`src/rtl/uart_rx_pkg.sv`:
```
// uart_rx_pkg: command codes, FSM states and default sync marker for the framed UART receiver
package uart_rx_pkg;

    localparam logic [7:0] CMD_START    = 8'h01;
    localparam logic [7:0] CMD_SEL_CAM  = 8'h02;
    localparam logic [7:0] CMD_SEL_PC   = 8'h03;
    localparam logic [7:0] CMD_IMG      = 8'h10;
    localparam logic [7:0] SYNC_DEFAULT = 8'hA5;

    typedef enum logic [2:0] {
        ST_IDLE,
        ST_CMD,
        ST_PAYLOAD,
        ST_CHK,
        ST_WAIT_TX
    } state_t;

endpackage

```
`src/rtl/uart_rx_pix_pack.sv`:
```
// uart_rx_pix_pack: shifts payload bytes MSB-first into a pixel and flags the last byte of each pixel
module uart_rx_pix_pack #(
    parameter int PIX_BYTES = 2,
    parameter int PIX_WIDTH = 8 * PIX_BYTES
) (
    input  logic                 clk,
    input  logic                 rst_n,
    input  logic                 clr,
    input  logic                 en,
    input  logic [7:0]           din,
    output logic [PIX_WIDTH-1:0] pixel_next,
    output logic                 pixel_done
);

    logic [PIX_WIDTH-1:0] pix;
    logic [1:0]           cnt;

    assign pixel_next = PIX_WIDTH'({pix, din});
    assign pixel_done = en && cnt == 2'(PIX_BYTES - 1);

    // byte counter restarts per pixel; shift register needs no clear since a full pixel overwrites it
    always_ff @(posedge clk or negedge rst_n) begin
        if (!rst_n) begin
            pix <= '0;
            cnt <= '0;
        end else if (clr) begin
            cnt <= '0;
        end else if (en) begin
            pix <= pixel_next;
            cnt <= pixel_done ? 2'd0 : cnt + 2'd1;
        end
    end

endmodule

```
`src/rtl/uart_rx_frame_loader.sv`:
```
// uart_rx_frame_loader: decodes sync/command/pixel-payload/checksum packets from a show-ahead RX FIFO
module uart_rx_frame_loader
    import uart_rx_pkg::*;
#(
    parameter int         IMG_WIDTH   = 176,
    parameter int         IMG_HEIGHT  = 240,
    parameter int         PIX_BYTES   = 2,
    parameter int         PIX_WIDTH   = 8 * PIX_BYTES,
    parameter int         ADDR_WIDTH  = $clog2(IMG_WIDTH * IMG_HEIGHT),
    parameter int         TIMEOUT_CYC = 1_000_000,
    parameter logic [7:0] SYNC_BYTE   = SYNC_DEFAULT
) (
    input  logic                  clk,
    input  logic                  rst_n,
    input  logic [7:0]            rx_data,
    input  logic                  rx_empty,
    output logic                  rd_en,
    input  logic                  frame_tx_done,
    output logic                  start_edge_trig,
    output logic                  edge_input_sel,
    output logic                  fb_we,
    output logic [ADDR_WIDTH-1:0] fb_waddr,
    output logic [PIX_WIDTH-1:0]  fb_wdata,
    output logic                  receiving,
    output logic                  img_valid,
    output logic                  err_cmd,
    output logic                  err_chk,
    output logic                  err_timeout
);

    localparam int                  TW   = $clog2(TIMEOUT_CYC + 1);
    localparam logic [ADDR_WIDTH-1:0] LAST = ADDR_WIDTH'(IMG_WIDTH * IMG_HEIGHT - 1);

    state_t                state;
    logic [ADDR_WIDTH-1:0] idx;
    logic [7:0]            chk;
    logic [TW-1:0]         tcnt;
    logic                  tmo;
    logic                  pix_done;
    logic [PIX_WIDTH-1:0]  pix_next;

    assign rd_en     = !rx_empty && state != ST_WAIT_TX;
    assign receiving = state == ST_CMD || state == ST_PAYLOAD || state == ST_CHK;
    assign tmo       = receiving && rx_empty && tcnt == TW'(TIMEOUT_CYC - 1);

    uart_rx_pix_pack #(
        .PIX_BYTES (PIX_BYTES),
        .PIX_WIDTH (PIX_WIDTH)
    ) u_pack (
        .clk        (clk),
        .rst_n      (rst_n),
        .clr        (state != ST_PAYLOAD),
        .en         (rd_en && state == ST_PAYLOAD),
        .din        (rx_data),
        .pixel_next (pix_next),
        .pixel_done (pix_done)
    );

    // packet FSM with registered command actions, pixel writes, checksum and inter-byte timeout
    always_ff @(posedge clk or negedge rst_n) begin
        if (!rst_n) begin
            state           <= ST_IDLE;
            idx             <= '0;
            chk             <= '0;
            tcnt            <= '0;
            start_edge_trig <= 1'b0;
            edge_input_sel  <= 1'b0;
            fb_we           <= 1'b0;
            fb_waddr        <= '0;
            fb_wdata        <= '0;
            img_valid       <= 1'b0;
            err_cmd         <= 1'b0;
            err_chk         <= 1'b0;
            err_timeout     <= 1'b0;
        end else begin
            start_edge_trig <= 1'b0;
            fb_we           <= 1'b0;
            err_cmd         <= 1'b0;
            err_chk         <= 1'b0;
            err_timeout     <= 1'b0;
            tcnt            <= (receiving && rx_empty) ? tcnt + TW'(1) : '0;
            if (tmo) begin
                err_timeout <= 1'b1;
                state       <= ST_IDLE;
            end else begin
                case (state)
                    ST_IDLE: if (rd_en && rx_data == SYNC_BYTE) state <= ST_CMD;
                    ST_CMD: if (rd_en) begin
                        state <= rx_data == CMD_IMG ? ST_PAYLOAD : ST_IDLE;
                        case (rx_data)
                            CMD_START:   start_edge_trig <= 1'b1;
                            CMD_SEL_CAM: edge_input_sel  <= 1'b0;
                            CMD_SEL_PC:  edge_input_sel  <= 1'b1;
                            CMD_IMG: begin
                                img_valid <= 1'b0;
                                idx       <= '0;
                                chk       <= '0;
                            end
                            default:     err_cmd <= 1'b1;
                        endcase
                    end
                    ST_PAYLOAD: if (rd_en) begin
                        chk <= chk ^ rx_data;
                        if (pix_done) begin
                            fb_we    <= 1'b1;
                            fb_waddr <= idx;
                            fb_wdata <= pix_next;
                            idx      <= idx + 1'b1;
                            if (idx == LAST) state <= ST_CHK;
                        end
                    end
                    ST_CHK: if (rd_en) begin
                        if (rx_data == chk) begin
                            img_valid       <= 1'b1;
                            edge_input_sel  <= 1'b1;
                            start_edge_trig <= 1'b1;
                            state           <= ST_WAIT_TX;
                        end else begin
                            err_chk <= 1'b1;
                            state   <= ST_IDLE;
                        end
                    end
                    ST_WAIT_TX: if (frame_tx_done) state <= ST_IDLE;
                    default: state <= ST_IDLE;
                endcase
            end
        end
    end

endmodule

```
`config.mk`:
```
export PLATFORM = sky130hd
export DESIGN_NAME = uart_rx_frame_loader
export DESIGN_NICKNAME = d
export VERILOG_FILES = /design/src/rtl/uart_rx_pkg.sv /design/src/rtl/uart_rx_pix_pack.sv /design/src/rtl/uart_rx_frame_loader.sv
export SDC_FILE = /design/constraint.sdc
export NUM_CORES = 1
export LEC_CHECK = 0
export BUFFER_PORTS_ARGS = -buffer_cell sky130_fd_sc_hd__buf_2
export CORE_UTILIZATION = 40
export CTS_CLUSTER_SIZE = 8
export DETAILED_ROUTE_END_ITERATION = 10
export MAX_ROUTING_LAYER = met4
export SLEW_MARGIN = 20
export SYNTH_ARGS = -nofsm -noshare
export SYNTH_HDL_FRONTEND = slang
export SYNTH_SLANG_ARGS = --single-unit
```
`constraint.sdc`:
```
create_clock -name clk -period 2.3 [get_ports clk]
set_input_delay 0.23 -clock clk [delete_from_list [all_inputs] [get_ports clk]]
set_output_delay 0.23 -clock clk [all_outputs]
set_load 0.02 [all_outputs]
```
==> metrics.txt <==
hold_sp=frame_tx_done; Post-synth ARST share=100%; synth unique cells=50; Multi-input gate area=1950 um2; CTS tree=built; Filler Cells Inserted=1056; R2R Path Start=tcnt[0]; layout cells sized above 1=15.9%; Mapped Area=4500 um2; Max Freq=453 MHz; Pwr Total=4.83 mW; gr ovfl total=0; Post-CTS Resized=0; leading area contributor after synthesis=dfrtp_1; Hold Slack=0.0647 ns; max_slew headroom=47.7%; slack of the critical path=0.0920 ns; Static Leak=2.50 nW; pin count of the biggest net entering global routing=49; Synth area leaders=dfrtp_1 53%, nand2_1 12%, a31oi_1 2.9%, xor2_1 2.3%, nor2_1 2.3%; CP endpoint kind=register; RSZ-0062 raised after global routing=no; commonest non-fill, non-tap cells in the layout=145 x nand2_1, 96 x dfrtp_1, 51 x buf_2; Final GP Congestion=0.867; MaxCap Viol Count=0; num ports=53; Setup Total Neg Slack=0 ns; DIE HEIGHT=108 um; hold path endpoint=state[2]; Starting Density=41.3%; wire per inst=14.9 um; DP HPWL=7040 um; status=finished, final reports clean; worst-path maximum fanout=7; first-pass GRT wire length=17300 um; min Tclk post-route=2.21 ns; synth warn=0; port buffer count=52; Placement Setup Slack=0.124 ns; All-Layer GR Usage=19.9%; Syn Area/Cell=9.06 um2; final hold vios=0; CP required=2.59 ns; Slew @ Worst Pin=0.785 ns; Max Slew Vio Count=0; post-synthesis sequential area ratio=53.4%; NumNets Final=564; via count=3699; die area=11700 um2; Hold Crit Depth=2; IR Drop Worst-Case VDD=0.486 mV; CP max-delay cell=or4_1; reg-to-reg critical path endpoint=tcnt[18]; CP max stage delay=0.63 ns; Detailed Route WL=10300 um; worst r2r path cells=5; Worst Setup Path Type=reg -> reg; Core ar.=10900 um2; Startpoint Class=register; clk slew on worst S/H paths=0.08 ns; Final ANT Viol Nets=0; worst min path class=in -> reg; critical path's most frequent cell=or4_1; Cell Pwr Density=935 nW/um2; post-CTS setup buffers=0; Die X-Extent=108 um; commonest non-fill, non-tap cell in the layout=nand2_1; Worst Path Arrival=2.50 ns; Num CTS Buffers=9; number of global-route vias before repair=3430; Final period util=96.0%; Clock Path Buffers=2; row cnt=38; Iter 0 DRT Violations=163; cell count after synthesis=497; drt via density=5.33; CTS root buf=clkbuf_8; CP Cell Sequence=ha_1, nand2_1, or4_1, or4_1, a21oi_1; TritonRoute pass-1 iters=4; Fin Clk Skew=0.00455 ns; H-tree level count=3; FF-to-FF setup slack=0.09 ns; prevailing post-synth register cell=dfrtp_1; Final setup viols=0; Sink Count=96; post-synth top area share=53.4%; P&R area growth vs syn=14.7%; FF+latch area=2400 um2; antenna cells=0; Mapped Nets=511; Final Util=47.4%; Residual DRC=0; number of synthesized flops with an enable pin=0; Synth Register Bits=96; initial antenna violation count=0; Clk Latency, worst-skew pair=0.37 ns
==> what timing repair did <==
action,in CTS,in global routing
hold buffers,1,0
endpoints found under the setup margin,0,0
endpoints found under the hold margin,46,0
==> Yosys cell counts (all sizes together) (7+ instances only) <==
cell type,count
nand2,146
dfrtp,96
nor2,27
a31oi,21
clkbuf,21
a21oi,18
nand3,17
o21ai,17
xor2,12
inv,11
nor3,11
o31ai,11
xnor2,8
nand4,7
nor4,7
==> worst max-delay path: cells and delay by family (launching register included) <==
kind,cells,cell delay [ns]
AOI/OAI and AO/OA,1,0.18
DFF,1,0.42
and+or+nand+nor,3,1.29
adders and majority gates,1,0.24
==> worst max path at each step <==
stage / from / endpoint / slack (ns) / cells after the start
floorplan: tcnt[0] / tcnt[18] / 0.28 / 6
global placement: tcnt[0] / tcnt[18] / 0.21 / 5
detailed placement: tcnt[0] / tcnt[18] / 0.12 / 5
CTS: tcnt[0] / tcnt[18] / 0.11 / 5
global route: tcnt[0] / tcnt[18] / 0.02 / 5
finish: tcnt[0] / tcnt[18] / 0.09 / 5
==> state kept, by name (all words and copies together), names as in the netlist, 2 cells and up <==
signal / flops
tcnt: 20
state: 3
u_pack.cnt: 2
fb_wdata: 16
u_pack.pix: 8
chk: 8
fb_waddr: 16
idx: 16
==> area by class of cell <==
class	instances	share of cell area, %
timing repair buffer	67	7.56
clock inverter	4	1.36
multi-input combinational	365	37.8
tap	140	3.39
sequential	96	46.5
inverter	11	0.800
clock buffer	11	2.55
==> power by group <==
group | switching, mW | internal, mW | leakage, nW
logic | 0.854 | 0.510 | 1.10
registers | 0.278 | 2.01 | 1.29
clock network | 0.573 | 0.604 | 0.103
total | 1.70 | 3.12 | 2.50
==> through the flow <==
| stage | area (um2) | cells |
|---|---|---|
| floorplan | 4500 | 497 |
| global placement | 4950 | 678 |
| detailed placement | 4950 | 678 |
| CTS | 5160 | 694 |
| global route | 5160 | 694 |
| finish | 5160 | 694 |
==> cell families after synthesis <==
logic type / Yosys count / synth area share [%]
muxes: 2 / 0.445
adders and majority gates: 2 / 0.556
DFF: 96 / 53.4
and+or+nand+nor: 253 / 26.0
xor gates and xnor gates: 20 / 3.89
AOI/OAI and AO/OA: 88 / 12.4
buffers and inverters: 36 / 3.28
==> layer usage <==
metal  share of wire [%]  vias to the layer above  global-route usage [%]  wire [um]
met4                 1.7                        0                    7.93        171
met1                  49                     1772                    27.4       5020
met5                   0                        -                       -          0
met2                  46                       86                    29.2       4710
li1                    -                     1828                       -          -
met3                 4.2                       13                    3.32        436
(Power assumes the default switching activity.)
